<file path="src/rtl/spawn_pkg.sv">
// Shared types and default constants for the spawn scheduler.
// Optional feature macro: SPAWN_NO_REPEAT_EN (see lane_picker / spawn_scheduler).
package spawn_pkg;

  typedef enum logic [1:0] {
    IDLE  = 2'd0,
    WAIT  = 2'd1,
    PICK  = 2'd2,
    OFFER = 2'd3
  } state_t;

  typedef enum logic [1:0] {
    KIND_ROCK    = 2'd0,
    KIND_COIN    = 2'd1,
    KIND_ENEMY   = 2'd2,
    KIND_POWERUP = 2'd3
  } kind_t;

  localparam int DEF_NUM_LANES  = 5;
  localparam int DEF_LANE_W     = 3;
  localparam int DEF_BASE_TICKS = 12;
  localparam int DEF_MAX_TRIES  = 8;

  // Countdown reload: base plus the LFSR high nibble, widened so it never wraps.
  function automatic logic [8:0] countdown_load(input logic [7:0] base, input logic [3:0] jitter);
    return {1'b0, base} + {5'b0, jitter};
  endfunction

endpackage

</file>
<file path="src/rtl/lane_picker.sv">
// Combinational lane decision for one rejection-sampling attempt.
// Accepts an in-range candidate; otherwise, once the attempt budget is spent,
// substitutes the fallback lane. With SPAWN_NO_REPEAT_EN defined the previous
// lane is also rejected and the fallback steers away from it.
module lane_picker
  import spawn_pkg::*;
#(
  parameter int NUM_LANES = DEF_NUM_LANES,
  parameter int LANE_W    = DEF_LANE_W,
  parameter int MAX_TRIES = DEF_MAX_TRIES
) (
  input  logic [LANE_W-1:0] candidate,
`ifdef SPAWN_NO_REPEAT_EN
  input  logic [LANE_W-1:0] last_lane,
`endif
  input  logic [3:0]        tries,
  output logic              take,
  output logic [LANE_W-1:0] lane
);

  localparam logic [LANE_W:0] LANE_LIMIT = (LANE_W+1)'(NUM_LANES);
  // The attempt that would bring tries up to MAX_TRIES is the last one.
  localparam logic [3:0]      LAST_TRY   = 4'(MAX_TRIES - 1);

  logic              in_range;
  logic              legal;
  logic              out_of_tries;
  logic [LANE_W-1:0] fallback;

  // Comparing at LANE_W+1 bits keeps the test unbiased even when NUM_LANES == 2**LANE_W.
  assign in_range = {1'b0, candidate} < LANE_LIMIT;

`ifdef SPAWN_NO_REPEAT_EN
  assign legal    = in_range && (candidate != last_lane);
  assign fallback = (last_lane == '0) ? LANE_W'(1) : '0;
`else
  assign legal    = in_range;
  assign fallback = '0;
`endif

  assign out_of_tries = (tries == LAST_TRY);
  assign take         = legal | out_of_tries;
  assign lane         = legal ? candidate : fallback;

endmodule

</file>
<file path="src/rtl/spawn_scheduler.sv">
// Spawn scheduler: waits a randomised number of game ticks, picks an unbiased
// random lane by rejection sampling and offers {lane, kind} over valid/ready.
// Optional feature macro: SPAWN_NO_REPEAT_EN (consecutive spawns never share a lane).
module spawn_scheduler
  import spawn_pkg::*;
#(
  parameter int NUM_LANES  = DEF_NUM_LANES,
  parameter int LANE_W     = DEF_LANE_W,
  parameter int BASE_TICKS = DEF_BASE_TICKS,
  parameter int MAX_TRIES  = DEF_MAX_TRIES
) (
  input  logic              clk,
  input  logic              rst,
  input  logic              en,
  input  logic              tick,
  input  logic [7:0]        rnd,
  output logic              spawn_valid,
  input  logic              spawn_ready,
  output logic [LANE_W-1:0] spawn_lane,
  output logic [1:0]        spawn_kind,
  output logic              busy
);

  localparam logic [7:0] BASE_T = 8'(BASE_TICKS);

  state_t            state_reg;
  logic [8:0]        countdown_reg;
  logic [3:0]        tries_reg;
  logic              valid_reg;
  logic [LANE_W-1:0] lane_reg;
  logic [1:0]        kind_reg;
`ifdef SPAWN_NO_REPEAT_EN
  logic [LANE_W-1:0] last_lane_reg;
`endif

  logic              pick_take;
  logic [LANE_W-1:0] pick_lane;
  logic [8:0]        load_value;
  logic              unused_rnd_bits;

  // Only some LFSR bits feed the lane/kind/jitter fields; the rest are deliberately dropped.
  assign unused_rnd_bits = ^rnd;
  assign load_value      = countdown_load(BASE_T, rnd[7:4]);

  lane_picker #(
    .NUM_LANES (NUM_LANES),
    .LANE_W    (LANE_W),
    .MAX_TRIES (MAX_TRIES)
  ) u_lane_picker (
    .candidate (rnd[LANE_W-1:0]),
`ifdef SPAWN_NO_REPEAT_EN
    .last_lane (last_lane_reg),
`endif
    .tries     (tries_reg),
    .take      (pick_take),
    .lane      (pick_lane)
  );

  // Scheduler FSM: IDLE -> WAIT (tick countdown) -> PICK (sampling) -> OFFER (handshake).
  always_ff @(posedge clk) begin
    if (rst) begin
      state_reg     <= IDLE;
      countdown_reg <= '0;
      tries_reg     <= '0;
      valid_reg     <= 1'b0;
      lane_reg      <= '0;
      kind_reg      <= '0;
`ifdef SPAWN_NO_REPEAT_EN
      last_lane_reg <= '0;
`endif
    end else begin
      case (state_reg)
        IDLE: begin
          if (en) begin
            state_reg     <= WAIT;
            countdown_reg <= load_value;
          end
        end
        WAIT: begin
          if (!en) begin
            state_reg <= IDLE;
          end else if (tick) begin
            if (countdown_reg != '0) begin
              countdown_reg <= countdown_reg - 9'd1;
            end else begin
              state_reg <= PICK;
              tries_reg <= '0;
            end
          end
        end
        PICK: begin
          if (!en) begin
            state_reg <= IDLE;
          end else if (pick_take) begin
            lane_reg  <= pick_lane;
            kind_reg  <= rnd[7:6];
            valid_reg <= 1'b1;
            state_reg <= OFFER;
          end else begin
            tries_reg <= tries_reg + 4'd1;
          end
        end
        OFFER: begin
          // An offer is never retracted: only the handshake leaves this state.
          if (spawn_ready) begin
            valid_reg <= 1'b0;
`ifdef SPAWN_NO_REPEAT_EN
            last_lane_reg <= lane_reg;
`endif
            if (en) begin
              state_reg     <= WAIT;
              countdown_reg <= load_value;
            end else begin
              state_reg <= IDLE;
            end
          end
        end
        default: state_reg <= IDLE;
      endcase
    end
  end

  assign spawn_valid = valid_reg;
  assign spawn_lane  = lane_reg;
  assign spawn_kind  = kind_reg;
  assign busy        = (state_reg != IDLE);

endmodule
</file>
<file path="config.mk">
export PLATFORM = sky130hd
export DESIGN_NAME = spawn_scheduler
export DESIGN_NICKNAME = d
export VERILOG_FILES = /design/src/rtl/spawn_pkg.sv /design/src/rtl/lane_picker.sv /design/src/rtl/spawn_scheduler.sv
export SDC_FILE = /design/constraint.sdc
export NUM_CORES = 1
export LEC_CHECK = 0
export CORE_AREA = 10 10 52 70
export CTS_CLUSTER_DIAMETER = 60
export CTS_CLUSTER_SIZE = 25
export DETAILED_ROUTE_END_ITERATION = 7
export DIE_AREA = 0 0 62 80
export PLACE_DENSITY = 0.73
export SLEW_MARGIN = 20
export SYNTH_ARGS = -nofsm -noshare
export SYNTH_HDL_FRONTEND = slang
export SYNTH_SLANG_ARGS = --single-unit
</file>
<file path="constraint.sdc">
create_clock -name clk -period 2.63 [get_ports clk]
set_clock_uncertainty 0.2 [all_clocks]
set_input_delay 0.3945 -clock clk [delete_from_list [all_inputs] [get_ports clk]]
set_output_delay 0.3945 -clock clk [all_outputs]
set_load 0.005 [all_outputs]
</file>
==> Implementation_results.wiki <==
{| class="wikitable"
! Metric !! Value
|-
| Switching share of power || just under 30%
|-
| Class of the tightest hold or removal check || register to register
|-
| Register clock-pin slew on the reported worst setup and hold paths || about 120 ps
|-
| Number of distinct library cells after synthesis || 43
|-
| Clock root buffer || clkbuf_4
|-
| Final critical-path setup slack || 326 ps
|-
| R2R Path End || tries_reg[3]
|-
| Floorplan die area || roughly 5000 um2
|-
| Main synth FF type || dfxtp_1
|-
| Worst Hold Endpoint || spawn_valid
|-
| CTS tree || done
|-
| Top-level port count || 20
|-
| Number of nets with antenna violations after routing || 0
|-
| Setup total negative slack || 0 ps
|-
| Core occupancy in the finished layout || between 60% and 70%
|-
| Design area || about 1400 um2
|-
| DRC || 0
|-
| Total CTS buffers || 3
|-
| Number of enable flip-flop cells after synthesis || 0
|-
| Detailed-route via count || ~1200
|-
| Slack of the worst reg-to-reg path || about 330 ps
|-
| NumNets Final || 185
|-
| Hold-fix buffers, CTS || 0
|-
| DRT Pass-1 Iters || 5
|-
| Gp weighted congestion || ~0.89
|-
| Cell leakage power || around 0.00055 uW
|-
| Total power of the final layout || between 600 and 700 uW
|-
| Resized Gates After CTS || 0
|-
| Commonest non-fill, non-tap cell in the layout || dfxtp_1
|-
| Post-CTS repair timing setup buffer count || 0
|-
| Most frequent cells in the layout || dfxtp_1 (21), nor2_1 (19), clkdlybuf4s50_1 (18)
|-
| Clock latency on the worst-skew pair || around 300 ps
|-
| Number of antenna violations at the first check in global routing || 0
|-
| Antenna cells || 0
|-
| Synth async-reset ratio || 0%
|-
| Final slew viol count || 0
|-
| Post-DP HPWL || 2.20 mm
|-
| Post-synthesis instance area || around 1200 um2
|-
| Post-DR wirelength/cell || about 14 um
|-
| Vias per std cell || just under 6
|-
| Power Density || roughly 450 nW/um2
|-
| Category of the critical setup timing path || register to register
|-
| Net switching power figure || 191 uW
|-
| Highest ir drop seen on vdd || slightly below 0.3 mV
|-
| Int Pwr || between 400 and 500 uW
|-
| Worst hold stages || 2
|-
| Initial detailed-routing violation count || 42
|-
| H-tree Lvls || 1
|-
| Synthesized area per cell || 8.02 um2
|-
| Count of input and output buffers || 18
|-
| Clock power frac || 24.1%
|-
| Number of cell rows || 21
|-
| Starting utilization of the core area || around half
|-
| FF-to-FF Start || countdown_reg[0]
|-
| Share of the cycle needed by the critical path after routing || between 80% and 90%
|-
| Endpoint kind of the worst setup timing path || register
|-
| Share of synthesized area occupied by flip-flops and latches || a little over a third
|-
| Largest net degree at the start of global routing || 15
|-
| Post-synthesis to final-layout area growth || 20.8%
|-
| Slew headroom || between 60% and 70%
|-
| Largest register FFs || 9
|-
| Maximum buffer depth of the clock tree || 2
|-
| Overall routing resource usage || approximately 12%
|-
| Required time of the critical path || roughly 2600 ps
|-
| Peak Freq || 434 MHz
|-
| Worst slew pin tran || between 500 and 600 ps
|-
| Gate count after technology mapping || 149
|-
| Core region area || between 2000 and 2500 um2
|-
| Place WS || about 220 ps
|-
| Height of the die || approximately 80 um
|-
| Worst setup SP type || register
|-
| Total number of clock tree sinks || 21
|-
| Result of the run || finished, final reports clean
|-
| Max-capacitance violation count || 0
|-
| First-pass GRT wire length || 4.88 mm
|-
| Number of flip-flops and latches in the synthesized netlist || 21
|-
| Length in cells of the worst reg-to-reg path || 6
|-
| Total congestion overflow after global routing || 0
|-
| Fraction of final layout cells with drive strength greater than 1 || between 10 and 15%
|-
| Biggest fanout along the worst timing path || 5
|-
| RSZ-0062 raised after global routing || false
|-
| Chip Width || a little over 60 um
|-
| Count of final setup violators || 0
|-
| Period minus WS final || 2300 ps
|-
| Wire length after detailed routing || 2.91 mm
|-
| Proportion of power drawn by combinational gates || about 22%
|-
| Total placed instance area || between 1000 and 1500 um2
|-
| Start point of the worst hold path || spawn_valid
|-
| Hold violation count in the final report || 0
|-
| Seq pwr share || between 50% and 60%
|-
| Nets in the synthesized netlist || about 170
|-
| Critical path arrival || approximately 2300 ps
|-
| Synth warnings || 0
|-
| Number of global-route vias before repair || approximately 1100
|}
-- logic make-up after synthesis --
kind of cell	synth area share, %
AO/OA/AOI/OAI	19.9
adder cells (fa/ha/maj)	3.14
buffers and inverters	6.07
flip-flops	35.2
multiplexers	2.51
AND/OR/NAND/NOR	33.2
-- power by group through the flow --
stage / sequential (uW) / clock (uW) / combinational [uW]
floorplan: 346 / 0 / 100
global placement: 353 / 0 / 139
detailed placement: 354 / 0 / 142
CTS: 347 / 162 / 143
global route: 350 / 176 / 157
finish: 348 / 156 / 143
-- cell type report --
class | count | area (um2)
tap | 34 | 42.5
inverter | 9 | 33.8
fill | 225 | 947
clock buffer | 3 | 22.5
multi-input combinational | 111 | 702
clock inverter | 1 | 5.00
timing repair buffer | 23 | 218
sequential | 21 | 420
-- how the worst max path moves through the flow --
stage	from	to	slack (ps)	depth (start not counted)
detailed placement	en	tries_reg[1]	220	5
floorplan	countdown_reg[0]	tries_reg[3]	480	6
global placement	en	tries_reg[3]	240	5
global route	countdown_reg[0]	tries_reg[3]	250	6
finish	countdown_reg[0]	tries_reg[3]	330	6
CTS	countdown_reg[0]	tries_reg[3]	340	6
-- per-layer routing --
| metal | track usage, % | vias up | wire [um] |
|---|---|---|---|
| met5 | 0 | - | 0 |
| met4 | 5.38 | 0 | 21 |
| met3 | 2.55 | 4 | 144 |
| met2 | 20.4 | 35 | 1420 |
| met1 | 14.7 | 557 | 1330 |
| li1 | - | 596 | - |
-- synth_stat cells, drive strengths merged, types with 3 or more instances --
cell | number | area [um2]
ha | 3 | 37.5
o31ai | 3 | 22.5
nand2b | 3 | 18.8
nor2 | 19 | 71.3
nor3 | 3 | 15.0
nand4 | 3 | 18.8
a31oi | 4 | 25.0
nor4 | 4 | 25.0
o21ai | 6 | 30.0
a21oi | 11 | 55.1
inv | 9 | 33.8
clkbuf | 5 | 18.8
nand2 | 8 | 30.0
mux2i | 3 | 30.0
buf | 3 | 20.0
dfxtp | 21 | 420
or4 | 6 | 52.6
nand3 | 7 | 35.0
nor3b | 4 | 30.0
-- metrics by stage --
stage	hold slack, ps	std cells
floorplan	232	149
global placement	243	198
detailed placement	257	198
CTS	274	202
global route	306	202
finish	269	202
-- worst max-delay path, stage by stage, from the launching register on --
cell and delay [ps]:
dfxtp_1 360, inv_1 70, ha_1 210, or4b_1 520, or4_4 570, a22oi_2 200
o21ai_1 80
No activity file was read; power rests on OpenSTA's default activity.
